<file path="src/rtl/param_cpu.sv">
// param_cpu: parametrised multi-cycle CPU core.
//
// Fetches IW-bit instructions from a combinational instruction port and
// executes them against a 2**RA-entry register file of DW-bit registers.
// Data accesses use a request/acknowledge handshake so slow memories can
// stall the core.
//
// Ports:
//   clk         in   rising-edge clock
//   reset       in   asynchronous active-low reset
//   imem_addr   out  fetch address (the PC register itself)
//   imem_data   in   instruction at imem_addr, combinationally valid
//   dmem_req    out  data access request, held until dmem_ack
//   dmem_we     out  1 = store, 0 = load
//   dmem_addr   out  R[rs] resized to AW
//   dmem_wdata  out  R[rd] (store data)
//   dmem_rdata  in   load data, sampled on the edge where dmem_ack = 1
//   dmem_ack    in   completes the outstanding request
//   retire      out  one-cycle pulse after an instruction completes
//   halted      out  core stopped by HALT until reset
//   dbg_state   out  current FSM state (FETCH=0, EXEC=1, MEM=2, HALT=3)
//
// Data handshake: dmem_req rises on the edge that enters MEM and holds
// dmem_we/dmem_addr/dmem_wdata stable; the transfer completes on the first
// rising edge where dmem_req and dmem_ack are both 1, and dmem_req is low in
// the following cycle. dmem_ack is ignored whenever no request is pending.
module param_cpu #(
  parameter int DW = 8,
  parameter int RA = 2,
  parameter int AW = 8,
  localparam int IW = 4 + 2 * RA
) (
  input  logic          clk,
  input  logic          reset,
  output logic [AW-1:0] imem_addr,
  input  logic [IW-1:0] imem_data,
  output logic          dmem_req,
  output logic          dmem_we,
  output logic [AW-1:0] dmem_addr,
  output logic [DW-1:0] dmem_wdata,
  input  logic [DW-1:0] dmem_rdata,
  input  logic          dmem_ack,
  output logic          retire,
  output logic          halted,
  output logic [1:0]    dbg_state
);

  typedef enum logic [1:0] {
    ST_FETCH = 2'd0,
    ST_EXEC  = 2'd1,
    ST_MEM   = 2'd2,
    ST_HALT  = 2'd3
  } state_t;

  localparam logic [3:0] OP_ADD  = 4'd1;
  localparam logic [3:0] OP_SUB  = 4'd2;
  localparam logic [3:0] OP_AND  = 4'd3;
  localparam logic [3:0] OP_OR   = 4'd4;
  localparam logic [3:0] OP_LDI  = 4'd5;
  localparam logic [3:0] OP_ST   = 4'd6;
  localparam logic [3:0] OP_LD   = 4'd7;
  localparam logic [3:0] OP_JMP  = 4'd8;
  localparam logic [3:0] OP_BZ   = 4'd9;
  localparam logic [3:0] OP_HALT = 4'd15;

  state_t          state, state_nxt;
  logic [AW-1:0]   pc;
  logic [IW-1:0]   ir;
  logic            z_flag;
  logic [DW-1:0]   regs [0:(1 << RA) - 1];

  logic [3:0]      op;
  logic [RA-1:0]   rd, rs;
  logic [DW-1:0]   rd_val, rs_val, alu_res, imm;
  logic [AW-1:0]   off, pc_inc, pc_off;

  assign imem_addr = pc;
  assign dbg_state = state;

  // Instruction decode and ALU; operands are read before the completing
  // edge, so an instruction always sees the old value of its destination.
  always_comb begin
    op      = ir[IW-1 -: 4];
    rd      = ir[2*RA-1 -: RA];
    rs      = ir[RA-1:0];
    rd_val  = regs[rd];
    rs_val  = regs[rs];
    imm     = DW'(rs);
    off     = AW'(ir[2*RA-1:0]);
    pc_inc  = pc + AW'(1);
    pc_off  = pc + off;
    case (op)
      OP_ADD:  alu_res = rd_val + rs_val;
      OP_SUB:  alu_res = rd_val - rs_val;
      OP_AND:  alu_res = rd_val & rs_val;
      OP_OR:   alu_res = rd_val | rs_val;
      default: alu_res = '0;
    endcase
  end

  // Next-state logic.
  always_comb begin
    state_nxt = state;
    case (state)
      ST_FETCH: state_nxt = ST_EXEC;
      ST_EXEC: begin
        if (op == OP_ST || op == OP_LD) state_nxt = ST_MEM;
        else if (op == OP_HALT)         state_nxt = ST_HALT;
        else                            state_nxt = ST_FETCH;
      end
      ST_MEM:  if (dmem_ack) state_nxt = ST_FETCH;
      ST_HALT: state_nxt = ST_HALT;
      default: state_nxt = ST_FETCH;
    endcase
  end

  always_ff @(posedge clk or negedge reset) begin
    if (!reset) state <= ST_FETCH;
    else        state <= state_nxt;
  end

  // Datapath and registered outputs.
  always_ff @(posedge clk or negedge reset) begin
    if (!reset) begin
      pc         <= '0;
      ir         <= '0;
      z_flag     <= 1'b0;
      dmem_req   <= 1'b0;
      dmem_we    <= 1'b0;
      dmem_addr  <= '0;
      dmem_wdata <= '0;
      retire     <= 1'b0;
      halted     <= 1'b0;
      for (int i = 0; i < (1 << RA); i++) regs[i] <= '0;
    end else begin
      retire <= 1'b0;
      case (state)
        ST_FETCH: ir <= imem_data;
        ST_EXEC: begin
          case (op)
            OP_ADD, OP_SUB, OP_AND, OP_OR: begin
              regs[rd] <= alu_res;
              z_flag   <= (alu_res == '0);
              pc       <= pc_inc;
              retire   <= 1'b1;
            end
            OP_LDI: begin
              regs[rd] <= imm;
              pc       <= pc_inc;
              retire   <= 1'b1;
            end
            OP_ST, OP_LD: begin
              dmem_req   <= 1'b1;
              dmem_we    <= (op == OP_ST);
              dmem_addr  <= AW'(rs_val);
              dmem_wdata <= rd_val;
            end
            OP_JMP: begin
              pc     <= pc_off;
              retire <= 1'b1;
            end
            OP_BZ: begin
              pc     <= z_flag ? pc_off : pc_inc;
              retire <= 1'b1;
            end
            OP_HALT: begin
              // PC stays on the HALT instruction.
              halted <= 1'b1;
              retire <= 1'b1;
            end
            default: begin
              pc     <= pc_inc;
              retire <= 1'b1;
            end
          endcase
        end
        ST_MEM: begin
          if (dmem_ack) begin
            dmem_req <= 1'b0;
            if (!dmem_we) regs[rd] <= dmem_rdata;
            pc     <= pc_inc;
            retire <= 1'b1;
          end
        end
        default: ;
      endcase
    end
  end

endmodule

</file>
<file path="config.mk">
export PLATFORM = sky130hd
export DESIGN_NAME = param_cpu
export DESIGN_NICKNAME = d
export VERILOG_FILES = /design/src/rtl/param_cpu.sv
export SDC_FILE = /design/constraint.sdc
export NUM_CORES = 1
export LEC_CHECK = 0
export BUFFER_PORTS_ARGS = -buffer_cell sky130_fd_sc_hd__clkbuf_2
export CORE_ASPECT_RATIO = 1.5
export CORE_MARGIN = 2
export CORE_UTILIZATION = 53
export CTS_CLUSTER_DIAMETER = 80
export DETAILED_ROUTE_END_ITERATION = 8
export GPL_ROUTABILITY_DRIVEN = 0
export PLACE_DENSITY = 0.78
export SLEW_MARGIN = 0
export SYNTH_ARGS = -nofsm -noshare
export SYNTH_HDL_FRONTEND = slang
export SYNTH_SLANG_ARGS = --single-unit
</file>
<file path="constraint.sdc">
create_clock -name clk -period 3.6 [get_ports clk]
set_input_delay 0.36 -clock clk [delete_from_list [all_inputs] [get_ports clk]]
set_output_delay 0.36 -clock clk [all_outputs]
set_load 0.02 [all_outputs]
</file>
==> impl_metrics.py <==
metrics = {
    "placed_design": {
        "dp_hpwl_mm": 8.14,
        "place_inst": 569,
        "io_buffers": 48,
    },
    "timing": {
        "relSlewSlack_pct": 12.2,
        "setup_viol_count_final": 0,
        "fin_skew_ns": 0.00448,
        "max_freq_ghz": 0.287,
        "rsz0062_at_grt": "yes",
        "maxSlewViolCount": 0,
        "fin_crit_sh_pct": 96.6,
        "fin_crit_ns": 3.48,
        "worst_slew_pin_slew_ns": 1.31,
        "report.final.hold_viol_count": 0,
    },
    "yosys": {
        "yosysUniqueCellTypes": 46,
        "synth_top_area_cell": "dfrtp_1",
        "syn_area_per_cell_um2": 10.6,
        "syn_nets": 456,
        "synth_edf_count": 0,
        "yosys_warnings": 0,
        "yosys_register_bits": 71,
        "ys_seq_area_share_pct": 40.3,
        "synth_flop_cell": "dfrtp_1",
        "synthArstFlopShare_pct": 100,
        "synth_top_area_share_pct": 40.3,
        "synth_area_leaders": "dfrtp_1 (40%), mux2_2 (11%), mux4_2 (8.2%), ha_1 (5.7%), o21ai_0 (5.7%)",
        "synth_area_um2": 4410,
        "syn_inst": 415,
    },
    "detailed_routing": {
        "drc_errors": 0,
        "vias": 3561,
        "drt_iter0_drc": 274,
        "ant_nets": 0,
        "routed_wl_mm": 11.0,
        "wl_per_cell_um": 18.5,
        "vias_per_cell": 6.02,
        "drtPass1Iterations": 5,
    },
    "layout": {
        "seq_area_um2": 1780,
        "diodes": 0,
        "areaGrowthSynthToFinish_pct": 19.1,
        "multi_input_area_um2": 2560,
        "stdcell_count": 592,
        "layout_common_cells": "dfrtp_1 (70), clkbuf_2 (47), nand2_1 (44), mux2_2 (44), o21ai_0 (42)",
        "layout_commonest_cell": "dfrtp_1",
        "nNetsFinal": 524,
        "drive_gt1_share_pct": 33.7,
        "final.fill_count": 619,
    },
    "grt": {
        "grt_use_total_pct": 25.6,
        "grt_pass1_vias": 3562,
        "grt_max_degree": 50,
        "grt_overflow_total": 0,
        "grt_pass1_wl_mm": 17.6,
        "antenna_found_initial": 0,
    },
    "die": {
        "start_util_pct": 54.8,
        "die_area_um2": 9090,
        "die_y_um": 116,
        "pin_count": 49,
        "row_count": 40,
        "coreArea_um2": 8060,
        "die_w_um": 78.5,
    },
    "clock_tree": {
        "clk_path_buf_depth": 2,
        "cts_root_buf": "clkbuf_16",
        "clkLatencyLatePin_ns": 0.34,
        "cts.sink_count": 71,
        "cts_buffers": 9,
        "cts_tree": "built",
        "cts_max_level": 3,
        "cts.clk_slew.worst_paths_ns": 0.05,
    },
    "critical_path": {
        "arrival_ns": 3.70,
        "path_cells": "buf_6 > mux4_2 > buf_6 > o31ai_4 > xor2_1 > ha_1 > o21ai_1 > a21oi_1 > o21a_1 > or3_4 > a31oi_4 > o21ai_1 > mux2_2",
        "max_stage_delay_ns": 0.59,
        "end_kind": "register",
        "slowest_stage": "mux4_2",
        "critPathMaxFanout": 6,
        "rr_worst_depth": 13,
        "required_ns": 3.82,
        "critical_path_class": "register to register",
        "start_kind": "register",
    },
    "outcome": {
        "status": "finished clean",
    },
    "job": {
        "timing.max_cap.violations": 0,
    },
    "hold_path": {
        "hp-class": "input port to async pin",
    },
}
-- metrics by stage --
stage	util (%)	setup slack [ns]	setup TNS [ns]	area (um^2)	hold slack, ns
floorplan	-	0.119	0	4410	0.0644
global placement	60.1	0.113	0	4850	0.450
detailed placement	60.1	-0.0386	-0.0737	4850	0.462
CTS	63.7	0.0540	0	5130	0.246
global route	65.2	-0.0509	-0.209	5260	0.262
finish	65.2	0.121	0	5260	0.229
-- worst max-delay path: cells and delay by family, from the launching register on --
| kind | cells | cell delay [ns] |
|---|---|---|
| XOR/XNOR | 1 | 0.18 |
| AND/OR/NAND/NOR | 1 | 0.34 |
| buffers and inverters | 2 | 0.30 |
| multiplexers | 2 | 0.86 |
| adder cells (fa/ha/maj) | 1 | 0.30 |
| AO/OA/AOI/OAI | 6 | 0.97 |
| flip-flops | 1 | 0.41 |
-- synth_stat cells (2+ instances only) --
cell,number
a211oi_1,2
a21o_1,6
a21oi_1,16
a221oi_2,2
a222oi_1,2
a31oi_1,5
and3_1,4
buf_2,3
buf_6,2
clkbuf_1,13
dfrtp_1,71
fa_1,2
ha_1,20
inv_1,15
mux2_1,2
mux2_2,44
mux4_2,16
nand2_1,44
nand2b_1,3
nand3_1,11
nand4_1,3
nand4b_1,2
nor2_1,12
nor2b_1,7
nor3_1,5
nor4b_1,3
o211a_1,2
o21a_1,5
o21ai_0,50
o21ai_1,3
o31ai_1,2
o31ai_2,2
or3_1,6
or4b_2,2
xnor2_1,13
xor2_1,5
-- repair_timing --
item                                    4_1_cts  5_1_grt
endpoints found under the hold margin         0        0
hold buffers                                  0        0
gates resized for setup                       1       23
setup buffers                                 1        7
endpoints found under the setup margin        7       19
pin swaps                                     1        8
-- final timing paths --
| kind | start | end | slack, ns |
|---|---|---|---|
| setup / recovery | ir[0] | regs[30] | 0.12 |
| hold / removal | reset | dmem_wdata[3] | 0.23 |
| setup reg to reg | ir[0] | regs[30] | 0.12 |
| hold reg to reg | halted | halted | 0.47 |
| max in group asynchronous | reset | dmem_req | 2.46 |
| min in group clk | imem_data[4] | ir[4] | 0.24 |
-- registers in the layout (all words and copies together) (netlist names) --
| name | cells |
|---|---|
| regs | 32 |
| dmem_addr | 8 |
| dmem_wdata | 8 |
| imem_addr | 8 |
| ir | 8 |
| dbg_state | 2 |
| dmem_req | 1 |
| dmem_we | 1 |
| halted | 1 |
| retire | 1 |
| z_flag | 1 |
-- routing by layer --
layer	up-vias	share of wire (%)	GRT usage (%)
li1	1661	-	-
met1	1762	39	29.7
met2	106	53	44.4
met3	32	3.6	3.19
met4	0	4.4	17.3
met5	-	0	0
-- cell families (layout without fill, tap and decap cells) --
family                     after synthesis  after routing  synth area share, %
muxes                                   63             63                 20.1
adders and majority gates               22             22                 6.58
DFF                                     71             71                 40.3
buffers and inverters                   33            105                 3.23
and+or+nand+nor                        105            105                 11.8
AOI/OAI and AO/OA                      103            103                 14.4
xor gates and xnor gates                18             18                 3.57
-- layout make-up --
type | instances | area share, %
clock buffers | 14 | 4.64
multi-input cells | 311 | 48.8
clock inverters | 1 | 0.571
inverters | 15 | 1.07
flip-flops and latches | 71 | 33.8
well taps | 105 | 2.50
repair buffers | 75 | 8.57
Power is not shown: default switching activity piles up to over one toggle a cycle in this logic, so the estimate is an artifact.
